[src/rtl/char_pos_ctl_if.sv]
// Signal bundle between the VGA timing and input side and the character position controller.
// The master drives blanking and buttons; the slave returns the sprite position.
interface char_pos_ctl_if;
  logic        vblnk;
  logic        btn_left;
  logic        btn_right;
  logic        btn_jump;
  logic [11:0] xpos;
  logic [11:0] ypos;
  logic        in_air;

  modport master (
    output vblnk, btn_left, btn_right, btn_jump,
    input  xpos, ypos, in_air
  );

  modport slave (
    input  vblnk, btn_left, btn_right, btn_jump,
    output xpos, ypos, in_air
  );
endinterface

[src/rtl/char_pos_ctl.sv]
// Character sprite position controller: steps horizontally and runs a jump arc once per frame.
// Define CHAR_JUMP_EN to build the jump FSM; without it ypos stays on the ground.
module char_pos_ctl #(
  parameter int X_INIT   = 462,
  parameter int X_MAX    = 924,
  parameter int GROUND_Y = 500,
  parameter int STEP     = 4,
  parameter int JUMP_V   = 16
) (
  input  logic clk,
  input  logic rst,
  char_pos_ctl_if.slave bus
);

  logic [2:0]  btn_meta_reg;
  logic [2:0]  btn_sync_reg;
  logic        vblnk_prev_reg;
  logic        tick;
  logic        left;
  logic        right;
  logic        jump;
  logic [11:0] xpos_reg;
  logic [11:0] xpos_next;
  logic [12:0] x_wide;
  logic [12:0] x_inc;

  // Buttons are asynchronous; only the second flop stage is ever consumed.
  always_ff @(posedge clk) begin
    if (rst) begin
      btn_meta_reg   <= 3'b000;
      btn_sync_reg   <= 3'b000;
      vblnk_prev_reg <= 1'b0;
    end else begin
      btn_meta_reg   <= {bus.btn_jump, bus.btn_right, bus.btn_left};
      btn_sync_reg   <= btn_meta_reg;
      vblnk_prev_reg <= bus.vblnk;
    end
  end

  assign tick  = bus.vblnk && !vblnk_prev_reg;
  assign left  = btn_sync_reg[0];
  assign right = btn_sync_reg[1];
  assign jump  = btn_sync_reg[2];

  assign x_wide = {1'b0, xpos_reg};
  assign x_inc  = x_wide + 13'(STEP);

  always_comb begin
    xpos_next = xpos_reg;
    if (left && !right) begin
      xpos_next = (x_wide < 13'(STEP)) ? 12'd0 : xpos_reg - 12'(STEP);
    end else if (right && !left) begin
      xpos_next = (x_inc > 13'(X_MAX)) ? 12'(X_MAX) : x_inc[11:0];
    end
  end

  always_ff @(posedge clk) begin
    if (rst) begin
      xpos_reg <= 12'(X_INIT);
    end else if (tick) begin
      xpos_reg <= xpos_next;
    end
  end

  assign bus.xpos = xpos_reg;

`ifdef CHAR_JUMP_EN
  localparam logic [1:0] ST_IDLE = 2'd0;
  localparam logic [1:0] ST_RISE = 2'd1;
  localparam logic [1:0] ST_FALL = 2'd2;

  logic [1:0]  state_reg;
  logic [1:0]  state_next;
  logic [5:0]  vel_reg;
  logic [5:0]  vel_next;
  logic [5:0]  vel_inc;
  logic [11:0] ypos_reg;
  logic [11:0] ypos_next;
  logic [12:0] y_sum;
  logic        in_air_reg;

  assign vel_inc = vel_reg + 6'd1;
  assign y_sum   = {1'b0, ypos_reg} + {7'd0, vel_inc};

  always_comb begin
    state_next = state_reg;
    vel_next   = vel_reg;
    ypos_next  = ypos_reg;
    case (state_reg)
      ST_IDLE: begin
        if (jump) begin
          state_next = ST_RISE;
          vel_next   = 6'(JUMP_V);
        end
      end
      ST_RISE: begin
        // The apex tick (vel already 0) holds position and only turns the arc around.
        if (vel_reg == 6'd0) begin
          state_next = ST_FALL;
        end else if ({1'b0, ypos_reg} < {7'd0, vel_reg}) begin
          ypos_next  = 12'd0;
          vel_next   = 6'd0;
          state_next = ST_FALL;
        end else begin
          ypos_next = ypos_reg - {6'd0, vel_reg};
          vel_next  = vel_reg - 6'd1;
        end
      end
      ST_FALL: begin
        if (y_sum >= 13'(GROUND_Y)) begin
          ypos_next  = 12'(GROUND_Y);
          vel_next   = 6'd0;
          state_next = ST_IDLE;
        end else begin
          ypos_next = y_sum[11:0];
          vel_next  = vel_inc;
        end
      end
      default: begin
        state_next = ST_IDLE;
        vel_next   = 6'd0;
      end
    endcase
  end

  always_ff @(posedge clk) begin
    if (rst) begin
      state_reg  <= ST_IDLE;
      vel_reg    <= 6'd0;
      ypos_reg   <= 12'(GROUND_Y);
      in_air_reg <= 1'b0;
    end else if (tick) begin
      state_reg  <= state_next;
      vel_reg    <= vel_next;
      ypos_reg   <= ypos_next;
      in_air_reg <= (state_next != ST_IDLE);
    end
  end

  assign bus.ypos   = ypos_reg;
  assign bus.in_air = in_air_reg;
`else
  logic unused_jump;
  assign unused_jump = jump;
  assign bus.ypos    = 12'(GROUND_Y);
  assign bus.in_air  = 1'b0;
`endif

endmodule

[src/flat_wrapper.sv]
// flat-port wrapper written by rule: the top's interface ports become plain ports
module char_pos_ctl_flat 
#(
  parameter int X_INIT   = 462,
  parameter int X_MAX    = 924,
  parameter int GROUND_Y = 500,
  parameter int STEP     = 4,
  parameter int JUMP_V   = 16
)
  (clk, rst, bus_vblnk, bus_btn_left, bus_btn_right, bus_btn_jump, bus_xpos, bus_ypos, bus_in_air);
  char_pos_ctl_if bus_i ();
  input  logic clk;
  input  logic rst;
  input wire logic [$bits(bus_i.vblnk)-1:0] bus_vblnk;
  input wire logic [$bits(bus_i.btn_left)-1:0] bus_btn_left;
  input wire logic [$bits(bus_i.btn_right)-1:0] bus_btn_right;
  input wire logic [$bits(bus_i.btn_jump)-1:0] bus_btn_jump;
  output wire logic [$bits(bus_i.xpos)-1:0] bus_xpos;
  output wire logic [$bits(bus_i.ypos)-1:0] bus_ypos;
  output wire logic [$bits(bus_i.in_air)-1:0] bus_in_air;
  assign bus_i.vblnk = bus_vblnk;
  assign bus_i.btn_left = bus_btn_left;
  assign bus_i.btn_right = bus_btn_right;
  assign bus_i.btn_jump = bus_btn_jump;
  assign bus_xpos = bus_i.xpos;
  assign bus_ypos = bus_i.ypos;
  assign bus_in_air = bus_i.in_air;
  char_pos_ctl #(.X_INIT(X_INIT), .X_MAX(X_MAX), .GROUND_Y(GROUND_Y), .STEP(STEP), .JUMP_V(JUMP_V)) u_core (.clk(clk), .rst(rst), .bus(bus_i));
endmodule
[config.mk]
export PLATFORM = sky130hd
export DESIGN_NAME = char_pos_ctl_flat
export DESIGN_NICKNAME = d
export VERILOG_FILES = /design/src/rtl/char_pos_ctl_if.sv /design/src/rtl/char_pos_ctl.sv /design/src/flat_wrapper.sv
export SDC_FILE = /design/constraint.sdc
export NUM_CORES = 1
export LEC_CHECK = 0
export CORE_MARGIN = 2
export CORE_UTILIZATION = 35
export CTS_BUF_LIST = sky130_fd_sc_hd__clkbuf_16
export DETAILED_ROUTE_END_ITERATION = 8
export DONT_BUFFER_PORTS = 1
export MAX_ROUTING_LAYER = met4
export SLEW_MARGIN = 20
export SYNTH_ARGS = -nofsm -noshare
export SYNTH_HDL_FRONTEND = slang
export SYNTH_SLANG_ARGS = --single-unit
[constraint.sdc]
create_clock -name clk -period 2.95 [get_ports clk]
set_input_delay 0.4425 -clock clk [delete_from_list [all_inputs] [get_ports clk]]
set_output_delay 0.4425 -clock clk [all_outputs]
set_load 0.01 [all_outputs]
After elaboration in Yosys (flattened, before gate mapping)
Cells that the tools add are included.
{ "totals": {"output_inout_bits": 25, "word_cells": 20, "input_bits": 6, "reg_bits": 17} }
{ "op_classes": {"addsub": 2, "muxes": 4, "n_lt_le_gt_ge": 2, "n_reduce_logical": 8} }
{ "ops": {"columns": ["operator", "count"], "rows": [
  ["$mux W12", 4],
  ["$add A12 B3 Y13 const B", 1],
  ["$gt A13 B10 Y1 const B", 1],
  ["$lt A12 B3 Y1 const B", 1],
  ["$sub A12 B3 Y12 const B", 1],
  ["$logic_and A1 B1 Y1", 3],
  ["$logic_not A1 Y1", 3],
  ["$reduce_and A2 Y1", 1],
  ["$reduce_bool A2 Y1", 1]
]} }

Longest topological paths before layout
Gate-level depths: netlist of the first run.
{ "depth": {"word_depth": 5, "mapped_depth": 8, "ltp_nobuf": 7} }

Worst setup path before layout of the first run
OpenSTA, ideal clock, no wires.
{ "synth_timing": {"path_kind": "reg2reg", "start": "register u_core.xpos_reg[2], in the netlist u_core.bus.xpos[2]", "end": "register u_core.xpos_reg[3], in the netlist u_core.bus.xpos[3]", "slack_ns": 0.964, "t_arrival_ns": 1.871, "path_buffers": 1, "path_stages_with_launch": 8, "synth_period_minus_slack_ns": 1.986, "path_cell_list": "dfxtp_1 -> ha_1 -> buf_2 -> and4_4 -> nand4_1 -> a21o_1 -> a311o_1 -> a31o_1"} }
{ "synth_via": {"elab_chain_len": 5} }
{ "synth_rtl": {"columns": ["element", "line_no", "source"], "rows": [
  ["from (decl)", "char_pos_ctl.sv:22", "logic [11:0] xpos_reg;"],
  ["from (signal assigned)", "char_pos_ctl.sv:59", "xpos_reg <= 12'(X_INIT);"],
  ["from (signal assigned)", "char_pos_ctl.sv:61", "xpos_reg <= xpos_next;"],
  ["$add A12 B3 Y13", "char_pos_ctl.sv:46", "assign x_inc = x_wide + 13'(STEP);"],
  ["$gt A13 B10 Y1", "char_pos_ctl.sv:53", "xpos_next = (x_inc > 13'(X_MAX)) ? 12'(X_MAX) : x_inc[11:0];"],
  ["$mux W12", "char_pos_ctl.sv:53", null],
  ["$mux W12", "char_pos_ctl.sv:52", "end else if (right && !left) begin"],
  ["$mux W12 *", "char_pos_ctl.sv:50", "if (left && !right) begin"]
]} }
Every way passes the cells marked *; elsewhere a longest branch is shown, timed or not. The select of a mux whose other input is x is not followed.
A chain may end at the register's enable or synchronous reset.

Final worst setup path of the first run
Ends and elaborated chain as after synthesis.

==> flow_summary.toml, run 1 <==
[timing]
tightest_slew_ns = 0.6184
fin_worst_skew_ns = 0.007850
slew_viol_final = 0
rsz0062_at_grt = "no"
timing.final.hold_violations = 0
fmax_mhz = 439.7
slew-limit-headroom_pct = 58.60
setup_violations = 0
period_minus_slack_ns = 2.274
setup_tns_ns = 0
period_share_pct = 77.10

[setup_path]
reg2reg_from = "u_core.bus.xpos[2]"
path_max_fanout = 8
crit_slowest_cell = "dfxtp_1"
worst_setup_path_end_kind = "register"
r2r_slack_ns = 0.68
crit_chain = "ha_1 > and4_4 > nand4_1 > a21o_1 > a311o_1 > a31o_1"
cp-start-kind = "register"
max_stage_delay_ns = 0.52
cp.required_ns = 3.10
worstPathArrival_ns = 2.42
r2r_end = "u_core.bus.xpos[3]"
criticalPathCategory = "reg -> reg"
reg2reg_depth = 6

[yosys]
synth_flop_cell = "dfxtp_1"
synth.area.top_cells = "dfxtp_1 25%, buf_4 8.7%, nand2_1 4.4%"
syn_area_um2 = 1287
synth_compound_area_share_pct = 25.66
ys_types = 48
synth_top_area_share_pct = 24.88
async_flop_share_pct = 0
synth_mux_area_share_pct = 1.555
ys_seq_area_share_pct = 24.88
yosysTopAreaCell = "dfxtp_1"
synth-xor-area-share_pct = 1.361
synth_top_family_by_area = "simple AND/OR/NAND/NOR gates"
syn_inst = 170
synth_fa_ha_area_share_pct = 3.887
syn_avg_cell_area_um2 = 7.573
postSynthRegisterBits = 16
synth-edff-count = 0
yosysWarnings = 0
synthSimpleGateAreaFrac_pct = 27.60

[clock_tree]
ctsHoldBuffers = 0
path_clk_slew_ns = 0.06
cts_resized = 0
cts.sinks = 16
cts_buffers = 3
cts_tree = "yes"
cts_buffer_depth = 2
root_buffer = "clkbuf_16"
h-tree-depth = 1
cts_setup_buffers = 0
insertion_delay_ns = 0.25

[place]
io_buffers = 0
place_congestion = 0.8059
dpl.hpwl_um = 2206

[routing]
drt_iter0_markers = 57
wl_um = 3090
firstDrtPassIters = 4
vias_per_cell = 5.681
drt.antenna.violating_nets = 0
wire_per_inst_um = 14.71
drc = 0
via_count = 1193

[finish]
fillers = 395
antenna-diode-count = 0
area_growth_pct = 2.721
final_net_count = 173
drive_gt1_share_pct = 7.407
largest_register_ffs = 11

[die]
die_x_um = 64.65
die_y_um = 64.65
start_util_pct = 35.70
dieArea_um2 = 4180
fp-row-count = 22
io_pins = 31
core_area_um2 = 3606

[power]
leakage_nw = 0.4899
power_uw = 583.9
irDropWorstVdd_mv = 0.3779
power.density_nw_per_um2 = 441.5

[global_routing]
antenna_found_initial = 0
grt_pass1_wl_um = 5237
grt_max_degree = 16
globalRouteOverflowTotal = 0
grt.total_usage_pct = 16.15
grt_pass1_vias = 1095

[min_path]
whs_path_depth = 1
hold_end = "u_core.bus.xpos[10]"
hp-start = "rst"
hp-class = "in -> reg"

[flow_run]
maxCapViolCount = 0

[run_status]
status = "finished, final reports clean"
[report_power, final]
group	internal (mW)	switching [mW]
Sequential	0.225	0.0184
Clock	0.180	0.0921
Combinational	0.0240	0.0444
Total	0.429	0.155
[cells in the mapped netlist (2+ instances only)]
library cell	number
a211oi_1	2
a21o_1	3
a21oi_1	4
a22oi_1	2
a31oi_1	5
a32oi_1	2
a41oi_1	2
and3_1	2
buf_2	5
buf_4	15
clkbuf_1	5
conb_1	2
dfxtp_1	16
ha_1	4
inv_1	8
mux2i_1	2
nand2_1	15
nand2b_1	2
nand3_1	7
nand4_1	2
nor2_1	12
nor2b_1	7
nor3_1	4
nor4_1	3
o211ai_1	2
o21ai_0	9
o21ai_1	3
o22ai_1	2
or3_1	3
xor2_1	2
[metrics by stage]
| step | util [%] | worst slack, ns | std cells | hold slack (ns) | cell area (um2) |
|---|---|---|---|---|---|
| floorplan | - | 0.9637 | 182 | 0.4138 | 1333 |
| global placement | 34.49 | 0.7519 | 206 | 0.4177 | 1244 |
| detailed placement | 34.49 | 0.7018 | 206 | 0.4247 | 1244 |
| CTS | 36.68 | 0.6893 | 210 | 0.2474 | 1323 |
| global route | 36.68 | 0.5403 | 210 | 0.2433 | 1323 |
| finish | 36.68 | 0.6756 | 210 | 0.2530 | 1323 |
[area by class of cell]
cell class              instances  area (um2)  share of cell area, %
flip-flops and latches         16       320.3                  24.22
well taps                      48       60.06                  4.541
multi-input cells             133       825.8                  62.44
repair buffers                  1       7.507                 0.5676
clock buffers                   3       75.07                  5.676
clock inverters                 1       3.754                 0.2838
inverters                       8       30.03                  2.271
[cell usage in the layout (no fill, tap or decap), types with 4 or more instances in the layout]
master and count:
o21ai_0 9, dfxtp_1 16, conb_1 14, nor2b_1 7
ha_1 4, a21oi_1 4, nor2_1 12, nand2_1 15
nand3_1 7, inv_1 8, a31oi_1 5, nor3_1 4
[critical path, delay by kind of cell, from the launching register on]
family | cells | cell delay, ns
fa+ha+maj | 1 | 0.40
compound gates | 3 | 0.85
flops | 1 | 0.52
simple gates | 2 | 0.39
[routing by layer]
layer  share of wire (%)  wire length (um)  global-route usage [%]
met5                   0                 0                       -
met4                 1.0                31                   5.053
met3                 7.6               234                   3.819
met2                  47              1457                   25.52
met1                  44              1366                   20.51
[how the worst max path moves through the flow]
stage | end | from | cells past startpoint
finish | u_core.bus.xpos[3] | u_core.bus.xpos[2] | 6
global route | u_core.bus.xpos[2] | u_core.bus.xpos[5] | 5
CTS | u_core.bus.xpos[3] | u_core.bus.xpos[2] | 6
detailed placement | u_core.bus.xpos[3] | u_core.bus.xpos[2] | 6
global placement | u_core.bus.xpos[3] | u_core.bus.xpos[2] | 6
floorplan | u_core.bus.xpos[3] | u_core.bus.xpos[2] | 7
[cells by family (layout without fill, tap and decap cells)]
logic type      Yosys count  in the layout
simple gates             65             65
compound gates           46             46
buf+inv                  33             13
flops                    16             16
fa+ha+maj                 4              4
other cells               2             14
xor+xnor                  2              2
mux                       2              2
Note: power is estimated with default switching activity, not from simulation.
==> inputs of run 2 (changes only) <==
==> constraint.sdc (replaced) <==
create_clock -name clk -period 2.2 [get_ports clk]
set_input_delay 0.33 -clock clk [delete_from_list [all_inputs] [get_ports clk]]
set_output_delay 0.33 -clock clk [all_outputs]
set_load 0.01 [all_outputs]
==> run 2 against run 1 <==
Net effect: maximum frequency increased by 15%; sequential cell count is the same; worst hold slack worse by 0.11 ns; largest power group unchanged; design area is 5.8% higher; highest routed layer unchanged; critical path type unchanged; final cell count is 4.8% higher; clock skew shrank 0.0070 ns; setup slack worse by 0.45 ns.
==> flow_summary.toml, run 2 (same netlist as run 1, synthesis figures left out) <==
[timing]
setup_violations = 0
setup_tns_ns = 0
fin_worst_skew_ns = 0.0008654
timing.final.hold_violations = 0
period_share_pct = 89.79
period_minus_slack_ns = 1.975
worst_slack_ns = 0.2246
slew_viol_final = 0
fmax_mhz = 506.2
whs_ns = 0.1402
rsz0062_at_grt = "no"

[place]
place_congestion = 0.8091
dpl.hpwl_um = 2312
dp_cells = 216
placed_area_um2 = 1319
io_buffers = 0
dp_slack_ns = 0.1361

[routing]
vias_per_cell = 5.532
firstDrtPassIters = 4
wire_per_inst_um = 14.34
drt_iter0_markers = 119
drt.antenna.violating_nets = 0
wl_um = 3154
via_count = 1217
drc = 0

[die]
io_pins = 31
die_x_um = 64.65
fp-row-count = 22
dieArea_um2 = 4180
core_area_um2 = 3606
start_util_pct = 35.70
die_y_um = 64.65

[global_routing]
antenna_found_initial = 0
grt_pass1_wl_um = 5423
grt_pass1_vias = 1129
grt.total_usage_pct = 16.80
grt_max_degree = 15
globalRouteOverflowTotal = 0

[setup_path]
worst_setup_path_end_kind = "register"
crit_chain = "or4_1 > o31ai_4 > o21ai_1 > a22oi_1 > o31ai_1"
path_buf_inv = 0
criticalPathCategory = "reg -> reg"
critical_path_depth = 5
crit_start = "u_core.bus.xpos[5]"
cp-endpoint = "u_core.bus.xpos[5]"
r2r_end = "u_core.bus.xpos[5]"
path_max_fanout = 9
max_stage_delay_ns = 0.75
cp.required_ns = 2.33
reg2reg_depth = 5
r2r_slack_ns = 0.22
reg2reg_from = "u_core.bus.xpos[5]"
critPathTopFamily = "compound AO/OA/AOI/OAI gates"
cp-start-kind = "register"
worstPathArrival_ns = 2.11
crit_slowest_cell = "or4_1"

[finish]
final_cell_mix = "15 x nand2_1, 15 x dfxtp_1, 14 x conb_1, 12 x nor2_1, 11 x buf_4"
antenna-diode-count = 0
area_growth_pct = 8.649
drive_gt1_share_pct = 13.37
final_core_util_pct = 38.79
largest_register_ffs = 11
design_area_um2 = 1399
final_net_count = 183
final_cells = 220

[clock_tree]
cts.sinks = 16
ctsHoldBuffers = 0
cts_buffers = 3
path_clk_slew_ns = 0.05
h-tree-depth = 1
cts_tree = "yes"
cts_resized = 0
root_buffer = "clkbuf_16"
cts_setup_buffers = 0
cts_buffer_depth = 2
insertion_delay_ns = 0.25

[power]
switchingPower_uw = 198.1
power.density_nw_per_um2 = 560.8
power_uw = 784.4
clkPwrFrac_pct = 45.2
pwr-share-comb_pct = 15.0
irDropWorstVdd_mv = 0.5302
leakage_nw = 0.5367
p_seq_share_pct = 39.8
intPower_uw = 586.4
switching_share_pct = 25.25

[min_path]
whs_path_depth = 1
hp-class = "in -> reg"

[flow_run]
maxCapViolCount = 0

[run_status]
status = "finished, final reports clean"
[run 2: worst reg2reg max path, cell delays in order, from the launching register on]
cell and delay, ns:
dfxtp_1 0.32, or4_1 0.75, o31ai_4 0.44, o21ai_1 0.12, a22oi_1 0.15, o31ai_1 0.08
[run 2: worst min path at each step]
stage | startpoint | to | slack, ns
after CTS | rst | u_core.bus.xpos[10] | 0.14
after floorplan | u_core.btn_meta_reg[0] | u_core.btn_sync_reg[0] | 0.41
after global placement | rst | u_core.bus.xpos[10] | 0.40
final | rst | u_core.bus.xpos[10] | 0.14
after global routing | rst | u_core.bus.xpos[10] | 0.14
after detailed placement | rst | u_core.bus.xpos[10] | 0.40
[run 2: cell type report]
| type | count | area (um2) |
|---|---|---|
| clock inverter | 1 | 3.754 |
| sequential | 16 | 321.6 |
| tap | 48 | 60.06 |
| multi-input combinational | 133 | 825.8 |
| timing repair buffer | 11 | 82.58 |
| inverter | 8 | 30.03 |
| fill | 383 | 2207 |
| clock buffer | 3 | 75.07 |
[run 2: power by group through the flow]
stage	combinational, mW	sequential, mW	clock, mW
global route	0.132	0.313	0.378
detailed placement	0.116	0.317	0
CTS	0.117	0.311	0.361
global placement	0.114	0.317	0
finish	0.118	0.312	0.354
floorplan	0.103	0.319	0
[run 2: per-layer routing]
metal	share of wire [%]	up-vias	track usage, %
li1	-	589	-
met1	42	568	21.15
met3	9.3	6	5.035
met5	0	-	-
met4	1.4	0	6.117
met2	48	54	25.52
==> inputs of run 3 (changes only) <==
--- a/config.mk
+++ b/config.mk
@@ -11,6 +11,7 @@
 export DETAILED_ROUTE_END_ITERATION = 8
 export DONT_BUFFER_PORTS = 1
 export MAX_ROUTING_LAYER = met4
+export REMOVE_ABC_BUFFERS = 1
 export SLEW_MARGIN = 20
 export SYNTH_ARGS = -nofsm -noshare
 export SYNTH_HDL_FRONTEND = slang
==> run 3 against run 2 <==
Net effect: clock power up 1%; sequential cell count unchanged; design area down 0.54%; critical path type unchanged; register-to-register slack about the same; critical endpoint unchanged; setup slack worse by 0.011 ns; routed wire length down 1.4%; largest power group unchanged.
==> flow_summary.toml, run 3 (same netlist as run 1, synthesis figures left out) <==
[run_status]
status = "finished, final reports clean"

[finish]
final_cell_mix = "15 x nand2_1, 15 x dfxtp_1, 14 x conb_1, 12 x nor2_1, 10 x buf_4"
final_net_count = 182
final_core_util_pct = 38.58
largest_register_ffs = 11
area_growth_pct = 8.066
design_area_um2 = 1391
drive_gt1_share_pct = 12.87
antenna-diode-count = 0

[timing]
timing.final.hold_violations = 0
fmax_mhz = 503.4
whs_ns = 0.1385
setup_tns_ns = 0
rsz0062_at_grt = "no"
setup_violations = 0
period_share_pct = 90.29
slew_viol_final = 0
fin_worst_skew_ns = 0.004209
period_minus_slack_ns = 1.986

[setup_path]
path_max_fanout = 7
cp.required_ns = 2.36
worst_setup_path_end_kind = "register"
criticalPathCategory = "reg -> reg"
worstPathArrival_ns = 2.14
cp-start-kind = "register"

[die]
dieArea_um2 = 4180
start_util_pct = 35.70
io_pins = 31
core_area_um2 = 3606
die_x_um = 64.65
die_y_um = 64.65
fp-row-count = 22

[clock_tree]
ctsHoldBuffers = 0
root_buffer = "clkbuf_16"
cts_buffers = 3
path_clk_slew_ns = 0.05
h-tree-depth = 1
insertion_delay_ns = 0.25
cts.sinks = 16
cts_tree = "yes"
cts_buffer_depth = 2

[place]
io_buffers = 0
dpl.hpwl_um = 2275
place_congestion = 0.8657
placed_area_um2 = 1311

[routing]
via_count = 1242
firstDrtPassIters = 4
drt_iter0_markers = 70
vias_per_cell = 5.671
wire_per_inst_um = 14.20
wl_um = 3109
drt.antenna.violating_nets = 0
drc = 0

[power]
irDropWorstVdd_mv = 0.3261
power_uw = 788.1
power.density_nw_per_um2 = 566.4
leakage_nw = 0.5313

[global_routing]
grt.total_usage_pct = 15.71
grt_pass1_wl_um = 5092
grt_pass1_vias = 1076
antenna_found_initial = 0
grt_max_degree = 15
globalRouteOverflowTotal = 0

[min_path]
hp-class = "in -> reg"

[flow_run]
maxCapViolCount = 0
## run 3: final cells by class
cell class,instances,area [um2]
Timing Repair Buffer,10,75.07
Clock inverter,1,3.754
Tap cell,48,60.06
Sequential cell,16,321.6
Inverter,8,30.03
Fill cell,388,2215
Multi-Input combinational cell,133,825.8
Clock buffer,3,75.07
## run 3: layer usage
| layer | up-vias | wire length (um) | track usage, % |
|---|---|---|---|
| li1 | 587 | - | - |
| met1 | 589 | 1357 | 20.32 |
| met2 | 60 | 1507 | 24.09 |
| met3 | 6 | 210 | 3.472 |
| met4 | 0 | 34 | 5.851 |
| met5 | - | 0 | - |
## run 3: stage by stage
step,std cells,setup WS [ns]
final,219,0.2136
after detailed placement,215,0.1807
after global placement,215,0.2374
after floorplan,157,0.2145
after global routing,219,0.05435
after CTS,219,0.1465
## run 3: worst paths after layout
kind	to	cells past startpoint	slack, ns	startpoint
worst max-delay path	u_core.bus.xpos[5]	7	0.21	u_core.bus.xpos[2]
worst min-delay path	u_core.bus.xpos[10]	1	0.14	rst
worst max register to register	u_core.bus.xpos[5]	7	0.21	u_core.bus.xpos[2]
worst min register to register	u_core.btn_sync_reg[1]	1	0.44	u_core.btn_meta_reg[1]
## run 3: what timing repair did
action / in CTS / in global routing
gates resized for setup: 0 / 1
setup buffers: 0 / 0
endpoints found under the setup margin: 0 / 2
## run 3: power by group
group	total, mW	switching, mW	internal (mW)
logic	0.118	0.0764	0.0420
registers	0.311	0.00948	0.302
clock network	0.358	0.117	0.241
## run 3: critical path: stages (launching register included)
cell and delay, ns:
dfxtp_2 0.35, ha_1 0.22, buf_4 0.17, and4b_1 0.18, mux2i_1 0.13, o22ai_1 0.14, a311o_1 0.45, o31ai_1 0.26
